--- src/rtl/cpu_pkg.sv ---
// cpu_pkg: shared fetch-stage constants (ILEN, PC_RESET, NOP_INST) and fetch state encodings
package cpu_pkg;
  localparam int ILEN = 32;
  localparam logic [ILEN-1:0] PC_RESET = 32'h0000_0000;
  localparam logic [ILEN-1:0] NOP_INST = 32'h0000_0013;
  typedef enum logic [1:0] {
    S_BUBBLE = 2'd0,
    S_LIVE   = 2'd1,
    S_HOLD   = 2'd2
  } fetch_state_e;
endpackage

--- src/rtl/if_skid_buf.sv ---
// if_skid_buf: stall skid buffer; ports clk/rst, flush, stall, rsp_valid, rdata in -> inst out
module if_skid_buf import cpu_pkg::*; #(
  parameter logic [ILEN-1:0] NOP = NOP_INST
) (
  input  logic            clk,
  input  logic            rst,
  input  logic            flush,
  input  logic            stall,
  input  logic            rsp_valid,
  input  logic [ILEN-1:0] rdata,
  output logic [ILEN-1:0] inst
);
  logic            hold_valid;
  logic [ILEN-1:0] hold_inst;
  fetch_state_e    state;
  always_comb state = !rsp_valid ? S_BUBBLE : hold_valid ? S_HOLD : S_LIVE;
  always_ff @(posedge clk) begin
    if (rst) begin
      hold_valid <= 1'b0;
      hold_inst  <= NOP;
    end else if (flush) begin
      hold_valid <= 1'b0;
    end else if (stall) begin
      if (state == S_LIVE) begin
        hold_inst  <= rdata;
        hold_valid <= 1'b1;
      end
    end else begin
      hold_valid <= 1'b0;
    end
  end
  always_comb inst = state == S_HOLD ? hold_inst : state == S_LIVE ? rdata : NOP;
endmodule

--- src/rtl/if_fetch_unit.sv ---
// if_fetch_unit: IF stage; owns pc_f, drives imem (1-cycle read), delivers inst/pc/pc+4/valid/fetch_cnt to ID under stall_if and redirects
module if_fetch_unit import cpu_pkg::*; #(
  parameter logic [ILEN-1:0] PC_RESET_P = PC_RESET,
  parameter logic [ILEN-1:0] NOP_INST_P = NOP_INST
) (
  input  logic            clk,
  input  logic            rst,
  input  logic            stall_if,
  input  logic            redirect_valid,
  input  logic [ILEN-1:0] redirect_pc,
  output logic [ILEN-1:0] imem_addr,
  input  logic [ILEN-1:0] imem_rdata,
  output logic [ILEN-1:0] inst_id,
  output logic [ILEN-1:0] pc_id,
  output logic [ILEN-1:0] pc_add4_id,
  output logic            valid_id,
  output logic [31:0]     fetch_cnt
);
  logic [ILEN-1:0] pc_f;
  logic [ILEN-1:0] rsp_pc;
  logic            rsp_valid;
  always_ff @(posedge clk) begin
    if (rst) begin
      pc_f      <= PC_RESET_P;
      rsp_pc    <= PC_RESET_P;
      rsp_valid <= 1'b0;
      fetch_cnt <= '0;
    end else if (redirect_valid) begin
      pc_f      <= {redirect_pc[ILEN-1:2], 2'b00};
      rsp_valid <= 1'b0;
    end else if (!stall_if) begin
      rsp_pc    <= pc_f;
      rsp_valid <= 1'b1;
      pc_f      <= pc_f + 32'd4;
      fetch_cnt <= fetch_cnt + {31'd0, rsp_valid};
    end
  end
  if_skid_buf #(.NOP(NOP_INST_P)) u_skid (
    .clk       (clk),
    .rst       (rst),
    .flush     (redirect_valid),
    .stall     (stall_if),
    .rsp_valid (rsp_valid),
    .rdata     (imem_rdata),
    .inst      (inst_id)
  );
  assign imem_addr  = pc_f;
  assign valid_id   = rsp_valid;
  assign pc_id      = rsp_pc;
  assign pc_add4_id = rsp_pc + 32'd4;
endmodule

--- config.mk ---
export PLATFORM = sky130hd
export DESIGN_NAME = if_fetch_unit
export DESIGN_NICKNAME = d
export VERILOG_FILES = /design/src/rtl/cpu_pkg.sv /design/src/rtl/if_skid_buf.sv /design/src/rtl/if_fetch_unit.sv
export SDC_FILE = /design/constraint.sdc
export NUM_CORES = 1
export LEC_CHECK = 0
export CORE_ASPECT_RATIO = 0.8
export CORE_MARGIN = 10
export CORE_UTILIZATION = 35
export CTS_CLUSTER_SIZE = 8
export DETAILED_ROUTE_END_ITERATION = 12
export GPL_TIMING_DRIVEN = 0
export HOLD_SLACK_MARGIN = 0.08
export SLEW_MARGIN = 20
export SYNTH_ARGS = -nofsm -noshare
export SYNTH_HDL_FRONTEND = slang
export SYNTH_HIERARCHICAL = 1
export SYNTH_SLANG_ARGS = --single-unit
--- constraint.sdc ---
create_clock -name clk -period 3.1 [get_ports clk]
set_input_delay 0.62 -clock clk [delete_from_list [all_inputs] [get_ports clk]]
set_output_delay 0.62 -clock clk [all_outputs]
set_load 0.05 [all_outputs]
Yosys cells after proc, flatten, opt, wreduce, memory -nomap -nowiden
Index checks and enable logic that the tools add are counted.
{"block": "classes", "addsub": 3, "multipliers": 0, "div": 0, "order_cmp": 0, "eq_ne": 3, "n_shift": 0, "mux": 6, "bitwise_logic": 2, "reduce_logical": 4}
{"operator": "32-bit two-way mux", "count": 4}
{"operator": "32-bit by 3-bit adder with 32-bit output (second input constant)", "count": 2}
{"operator": "32-bit by 1-bit adder with 32-bit output", "count": 1}
{"operator": "2-bit two-way mux", "count": 2}
{"operator": "3-bit AND reduction", "count": 1}
{"operator": "3-bit OR reduction", "count": 1}
{"operator": "2-bit by 1-bit equality test with 1-bit output (second input constant)", "count": 1}
{"operator": "2-bit equality test (second input constant)", "count": 1}
{"operator": "2-bit by 1-bit inequality test with 1-bit output (second input constant)", "count": 1}
{"operator": "1-bit NOT", "count": 2}
{"operator": "2-bit AND reduction", "count": 1}
{"operator": "2-bit OR reduction", "count": 1}
{"block": "word_totals", "ff_bits": 130, "latch_bits": 0, "mem_bits_rw": 0, "mem_bits_ro": 0, "in_bits": 68, "output_inout_bits": 161, "elab_cells": 25, "n_memories": 0}

Logic depth before layout (Yosys ltp)
Gate-level depths: netlist of run 1.
{"block": "logic_depth", "depth_word": 5, "mapped_depth": 7, "ltp_nobuf": 6}

Cells and area by module
The synthesis of run 1 kept the hierarchy.
{"module": "if_fetch_unit", "instances": 1, "cells_each": 643, "area_per_inst_um2": 5054.8, "seq_area_each_um2": 1861.8}
{"module": "if_skid_buf", "instances": 1, "cells_each": 214, "area_per_inst_um2": 2052.0, "seq_area_each_um2": 660.6}

Worst setup path after synthesis of run 1
No wires, ideal clock.
{"block": "synth_timing", "path_kind": "reg2out", "start": "register rsp_pc[11] (netlist: pc_id[11])", "end": "output pc_add4_id[30]", "t_arrival_ps": 2475, "required_ps": 2480, "setup_slack_ps": 5, "stages_incl_launch_ff": 5, "path_buffers": 0, "cell_sequence": "dfxtp_1 and4_1 nand4_1 nor4_1 xor2_1"}
{"block": "synth_between", "elab_chain_len": 1}
{"item": "from (decl)", "line": "if_fetch_unit.sv:20", "text": "logic [ILEN-1:0] rsp_pc;"}
{"item": "from (signal assigned)", "line": "if_fetch_unit.sv:32", "text": "rsp_pc <= pc_f;"}
{"item": "32-bit by 3-bit adder with 32-bit output", "line": "if_fetch_unit.sv:50", "text": "assign pc_add4_id = rsp_pc + 32'd4;"}
{"item": "to (decl)", "line": "if_fetch_unit.sv:15", "text": "output logic [ILEN-1:0] pc_add4_id,"}
Every way passes these cells.

Final worst setup path of run 1
{"block": "layout_timing", "start": "register rsp_valid (netlist: valid_id)", "end": "output inst_id[23]"}
{"block": "layout_between", "elab_chain_len": 4, "elab_cells_between_ends": 5, "classes_between": "2 x eq/ne; 3 x mux"}
{"item": "from (decl)", "line": "if_fetch_unit.sv:21", "text": "logic rsp_valid;"}
{"item": "from (signal assigned)", "line": "if_fetch_unit.sv:26", "text": "rsp_valid <= 1'b0;"}
{"item": "from (signal assigned)", "line": "if_fetch_unit.sv:30", "text": "rsp_valid <= 1'b0;"}
{"item": "from (signal assigned)", "line": "if_fetch_unit.sv:33", "text": "rsp_valid <= 1'b1;"}
{"item": "2-bit two-way mux (*)", "line": "if_skid_buf.sv:16", "text": "always_comb state = !rsp_valid ? S_BUBBLE : hold_valid ? S_HOLD : S_LIVE;"}
{"item": "2-bit by 1-bit equality test with 1-bit output", "line": "if_skid_buf.sv:32", "text": "always_comb inst = state == S_HOLD ? hold_inst : state == S_LIVE ? rdata : NOP;"}
{"item": "32-bit two-way mux", "line": "if_skid_buf.sv:32"}
{"item": "32-bit two-way mux (*)", "line": "if_skid_buf.sv:32"}
{"item": "to (decl)", "line": "if_fetch_unit.sv:13", "text": "output logic [ILEN-1:0] inst_id,"}
Every way passes the cells marked *; elsewhere a longest branch is shown, timed or not.

==> out/qor.txt, run 1 <==
Share of layout cells above drive strength 1 = 0.0825
Core area = 19900 µm²
Pwr per Cell Area = 440 nW/µm²
Die height = 147 µm
Remaining DRCs = 0
Register area share after synthesis = 0.355
I/O Buffers = 220
Final Max Tran Viols = 0
CP peak stage delay = 0.84 ns
Status = complete, no violations
Top fanout value on the critical path = 10
WP data arrival = 2.33 ns
CP Buf/Inv Count = 2
Largest net degree at the start of global routing = 17
TritonCTS clock tree = built
Dpl hpwl = 19.4 mm
# diodes = 0
Mapped Cells = 857
Tcrit/Tclk final = 0.953
DRT iter0 DRCs = 541
Most common cell after layout, fill and taps aside = clkdlybuf4s50_1
Vias in the first global route = 6668
Post-synth top flop = dfxtp_1
FF+latch count, synth = 126
Crit-path leading delay family = buffers and inverters
FILL cells = 1978
Synth cell types = 55
Clock buffer depth = 2
Cell area after synthesis = 7110 µm²
Final hold vios = 0
Non-Filler Instances = 1379
Initial antenna violation count = 1
Worst Hold Class = register to register
Ports = 229
Pre-CTS setup slack = -0.252 ns
CTS Hold Bufs = 0
Clock skew = 0.00855 ns
Leak Pwr = 3.49 nW
Crit-path slowest cell = clkdlybuf4s50_1
Critical Path End Type = primary output
Max cap viols = 0
CTS root buf = clkbuf_16
Peak VDD IR = 0.339 mV
Transition time of the tightest slew-check pin = 0.755 ns
Critical path class = register to primary output
Placed cells = 1346
EDFF count, synth = 0
Min Tclk post-route = 2.95 ns
Total gr overflow = 0
Die ar. = 26400 µm²
Via density = 5.16
Post-route setup slack = 0.146 ns
Routed Antenna Nets = 0
Initial Util = 0.357
GPL Wtd Cong = 0.856
Drt first pass iters = 5
Ys async rst share = 0
Routed vias = 7111
CP cell instances = clkbuf_1, nor2b_1, clkdlybuf4s50_1
Fmax = 0.339 GHz
# setup viols final = 0
Syn. warnings = 6
Total wire length = 25.4 mm
Leading cell types in the layout, fill and taps excluded = 195 x clkdlybuf4s50_1, 125 x dfxtp_1, 104 x nand2_1, 65 x mux2i_1, 60 x a21oi_1
Global-route wire length before repair = 39.3 mm
Startpoint types = register
Layout area overhead = 43.9%
Slew HR = 0.492
Clock Sinks = 126
H-Tree Depth = 4
Total CTS buffers = 17
Overall routing resource usage = 0.187
Syn Area/Cell = 8.29 µm²
Num rows = 46
Average wire per standard cell = 18.4 µm
Fin nets = 1174
Clock slew at reported path FFs = 0.06 ns
WP data required = 2.48 ns
Die width = 179 µm
Clock Latency Late Sink = 0.42 ns
-- per-stage QoR --
stage          area (µm²)  power [W]  hold slack, ns  utilization  TNS (ns)
3_3_place_gp         9660    0.00250           0.460        0.485     -2.00
3_5_place_dp         9660    0.00250           0.465        0.485     -2.16
6_report            10200    0.00450           0.470        0.514         0
4_1_cts             10300    0.00455           0.473        0.515         0
2_1_floorplan        7130    0.00219           0.448            -         0
5_1_grt             10200    0.00467           0.488        0.514  -0.00623
-- worst reg2reg max path, delay by kind of cell (launching register included) --
kind	cells	cell delay, ns
buffers and inverters	1	0.25
AOI/OAI and AO/OA	1	0.24
and+or+nand+nor	3	1.14
adders and majority gates	1	0.29
DFF	1	0.52
-- cell type report --
class                      instances  area [µm²]  area share
multi-input combinational        652        4150       0.406
inverter                          21        78.8     0.00771
buffer                            63         390      0.0382
clock inverter                    14         166      0.0163
clock buffer                      18         429      0.0420
tap                              264         330      0.0323
timing repair buffer             221        2160       0.211
sequential                       126        2520       0.247
-- where the power goes --
part | internal (W) | total [W] | switching, W
Clock | 0.00126 | 0.00204 | 0.000779
Combinational | 0.000278 | 0.000723 | 0.000445
Sequential | 0.00166 | 0.00174 | 0.0000738
-- Yosys cell counts, types with 7 or more instances --
master / n / area, µm²
inv_1: 21 / 78.8
nor4_1: 17 / 106
a21oi_1: 60 / 300
o21ai_0: 11 / 55.1
o31ai_1: 14 / 105
xnor2_1: 21 / 184
nand3_1: 32 / 160
xor2_1: 24 / 210
a211oi_1: 7 / 52.6
a311oi_1: 9 / 78.8
mux2i_1: 65 / 651
or3_1: 10 / 62.6
or4_1: 16 / 120
nor3_1: 18 / 90.1
buf_4: 8 / 60.1
nand4_1: 27 / 169
nand2_1: 104 / 390
nand2b_1: 59 / 369
nor2_1: 50 / 188
clkbuf_1: 37 / 139
nor2b_1: 37 / 231
and4_1: 12 / 105
dfxtp_1: 126 / 2520
mux2_2: 7 / 78.8
-- worst paths after layout --
| path | cells past startpoint | from | slack, ns | end |
|---|---|---|---|---|
| worst max-delay path | 3 | valid_id | 0.15 | inst_id[23] |
| worst min-delay path | 2 | u_skid/hold_inst[14] | 0.47 | u_skid/hold_inst[14] |
| worst max register to register | 6 | imem_addr[2] | 0.57 | imem_addr[24] |
| worst min register to register | 2 | u_skid/hold_inst[14] | 0.47 | u_skid/hold_inst[14] |
-- registers in the layout, indices dropped and copies added (netlist names) --
| register | flops |
|---|---|
| pc_id | 30 |
| imem_addr | 30 |
| fetch_cnt | 32 |
| u_skid/hold_valid | 1 |
| u_skid/hold_inst | 32 |
| valid_id | 1 |
-- timing repair --
item                       CTS  global route
gates resized for setup     38            29
hold endpoints to repair     0             0
gates cloned                 0             0
setup endpoints to repair   39            23
buffers inserted             1             0
pin swaps                    1             0
-- routing by layer --
layer	part of all wire	GRT usage
met1	0.45	0.254
met2	0.44	0.277
met3	0.099	0.0685
met4	0.0079	0.0385
met5	0.00051	0
-- cell families after synthesis --
logic type | share of synthesized area
and+or+nand+nor | 0.310
xor gates and xnor gates | 0.0555
muxes | 0.103
AOI/OAI and AO/OA | 0.103
buffers and inverters | 0.0660
other | 0.000528
adders and majority gates | 0.00704
DFF | 0.355
(Power assumes the default switching activity.)
==> run 2, diff against run 1 <==
--- a/config.mk
+++ b/config.mk
@@ -7,11 +7,12 @@
 export LEC_CHECK = 0
 export CORE_ASPECT_RATIO = 0.8
 export CORE_MARGIN = 10
-export CORE_UTILIZATION = 35
+export CORE_UTILIZATION = 47
 export CTS_CLUSTER_SIZE = 8
 export DETAILED_ROUTE_END_ITERATION = 12
 export GPL_TIMING_DRIVEN = 0
 export HOLD_SLACK_MARGIN = 0.08
+export PLACE_DENSITY = 0.81
 export SLEW_MARGIN = 20
 export SYNTH_ARGS = -nofsm -noshare
 export SYNTH_HDL_FRONTEND = slang
==> run 2 against run 1 <==
Effect of this change:
- combinational power hardly changed
- flip-flop and latch count stayed put
- design area increased by 0.18%
- worst setup slack lost 0.076 ns
- count of clock-buffer cells in the layout is 1 higher
- global-route usage up 3.9 points
- critical path depth is 3 higher
- power rose by 2.6%
- fmax fell by 2.5%
- worst hold slack improved by 0.0040 ns
- sequential share of layout area barely moved
- critical endpoint is now pc_add4_id[18]
- highest routed layer is now met4
==> out/qor.txt, run 2 (same netlist as run 1, synthesis figures left out) <==
Status = complete, no violations
Unrepaired setup endpoints after global routing = yes
Min Tclk post-route = 3.03 ns
CP peak stage delay = 0.45 ns
DRT iter0 DRCs = 604
Initial Util = 0.477
Largest net degree at the start of global routing = 17
Initial antenna violation count = 0
Tcrit/Tclk final = 0.977
Top fanout value on the critical path = 6
CTS Hold Bufs = 0
Overall routing resource usage = 0.226
Fin Setup TNS = 0 ns
Num rows = 40
H-Tree Depth = 4
Peak VDD IR = 0.341 mV
Drt first pass iters = 5
Die ar. = 20500 µm²
Max cap viols = 0
Global-route wire length before repair = 37.1 mm
Slew HR = 0.440
Leak Pwr = 3.73 nW
Critical path class = register to primary output
Worst Hold Class = register to register
Clock Sinks = 126
Clock slew at reported path FFs = 0.06 ns
Total wire length = 23.9 mm
# diodes = 0
Total CTS buffers = 17
Total gr overflow = 0
Crit Reg-Reg Endpoint = imem_addr[24]
# setup viols final = 0
Crit-path slowest cell = dfxtp_1
Leading cell types in the layout, fill and taps excluded = 181 x clkdlybuf4s50_1, 125 x dfxtp_1, 104 x nand2_1, 65 x mux2i_1, 60 x a21oi_1
TritonCTS clock tree = built
Via density = 5.52
Clock Latency Late Sink = 0.41 ns
Startpoint types = register
R2R setup slack = 0.60 ns
CTS root buf = clkbuf_16
Layout area overhead = 44.2%
Dpl hpwl = 17.9 mm
Reg-to-Reg Start = imem_addr[3]
Cell depth of the worst hold path = 2
Clock buffer depth = 2
Routed Antenna Nets = 0
Ports = 229
Transition time of the tightest slew-check pin = 0.832 ns
Average wire per standard cell = 18.3 µm
Largest registers = fetch_cnt: 32 flops, u_skid/hold_inst: 32 flops
Vias in the first global route = 6921
Pwr per Cell Area = 451 nW/µm²
Final Max Tran Viols = 0
Critical Path End Type = primary output
Register Area = 2520 µm²
Post-route total power = 0.00462 W
WP data required = 2.48 ns
Worst Min Path Start = u_skid/hold_inst[15]
Die width = 157 µm
Fmax = 0.330 GHz
Share of layout cells above drive strength 1 = 0.0879
Die height = 130 µm
Area of the multi-input gates = 4160 µm²
GPL Wtd Cong = 0.901
Clock skew = 0.00951 ns
Fin nets = 1174
Routed vias = 7199
Core area = 14900 µm²
WP data arrival = 2.41 ns
Final hold vios = 0
FILL cells = 1226
CP cell instances = ha_1, and3_2, nand3_1, nor3_1, xnor2_1, clkdlybuf4s15_2
I/O Buffers = 220
Hold EP = u_skid/hold_inst[15]
Remaining DRCs = 0
Reg2Reg Depth = 6
Most common cell after layout, fill and taps aside = clkdlybuf4s50_1
==> run 2: worst max-delay path by stage <==
stage | cells past startpoint | slack (ns) | startpoint | end
after floorplan | 4 | 0.005 | pc_id[11] | pc_add4_id[30]
after global placement | 8 | -0.14 | redirect_valid | fetch_cnt[31]
after detailed placement | 8 | -0.14 | redirect_valid | fetch_cnt[31]
after CTS | 5 | 0.003 | pc_id[2] | pc_add4_id[13]
after global routing | 5 | -0.01 | pc_id[4] | pc_add4_id[17]
final | 6 | 0.07 | pc_id[2] | pc_add4_id[18]
==> run 2: what timing repair did <==
action / in CTS / in global routing
setup endpoints to repair: 24 / 39
setup buffers: 1 / 0
pin swaps: 1 / 0
gates cloned: 0 / 0
resized for setup: 57 / 36
==> run 2: routing by layer <==
metal / global-route usage / wire, µm / vias up
met5: 0 / 0 / -
met4: 0.0598 / 312 / 0
met3: 0.0924 / 2210 / 23
met2: 0.345 / 10800 / 241
met1: 0.290 / 10600 / 3416
li1: - / - / 3519
==> run 2: critical path: cells and delay by family (launching register included) <==
kind	cells	cell delay, ns
xor gates and xnor gates	1	0.16
adders and majority gates	1	0.24
buffers and inverters	1	0.40
DFF	1	0.45
and+or+nand+nor	3	0.73
==> run 2: layout make-up <==
cell class | instances | area share
Multi-Input combinational cell | 652 | 0.406
Sequential cell | 126 | 0.246
Timing Repair Buffer | 221 | 0.216
Clock buffer | 19 | 0.0442
Buffer | 63 | 0.0382
Tap cell | 189 | 0.0231
Clock inverter | 13 | 0.0182
Inverter | 21 | 0.00769
==> run 2: through the flow <==
step | instances | area, µm² | worst slack (ns) | util | hold WS (ns)
4_1_cts | 1304 | 10200 | 0.00306 | 0.686 | 0.476
2_1_floorplan | 862 | 7130 | 0.00485 | - | 0.448
3_5_place_dp | 1271 | 9560 | -0.138 | 0.641 | 0.464
5_1_grt | 1304 | 10200 | -0.0127 | 0.687 | 0.498
3_3_place_gp | 1271 | 9560 | -0.138 | 0.641 | 0.458
6_report | 1304 | 10200 | 0.0704 | 0.687 | 0.474
==> run 2: report_power, final <==
part	total, W	internal [W]	switching (W)
registers	0.00173	0.00166	0.0000699
logic	0.000721	0.000278	0.000443
clock network	0.00216	0.00139	0.000772
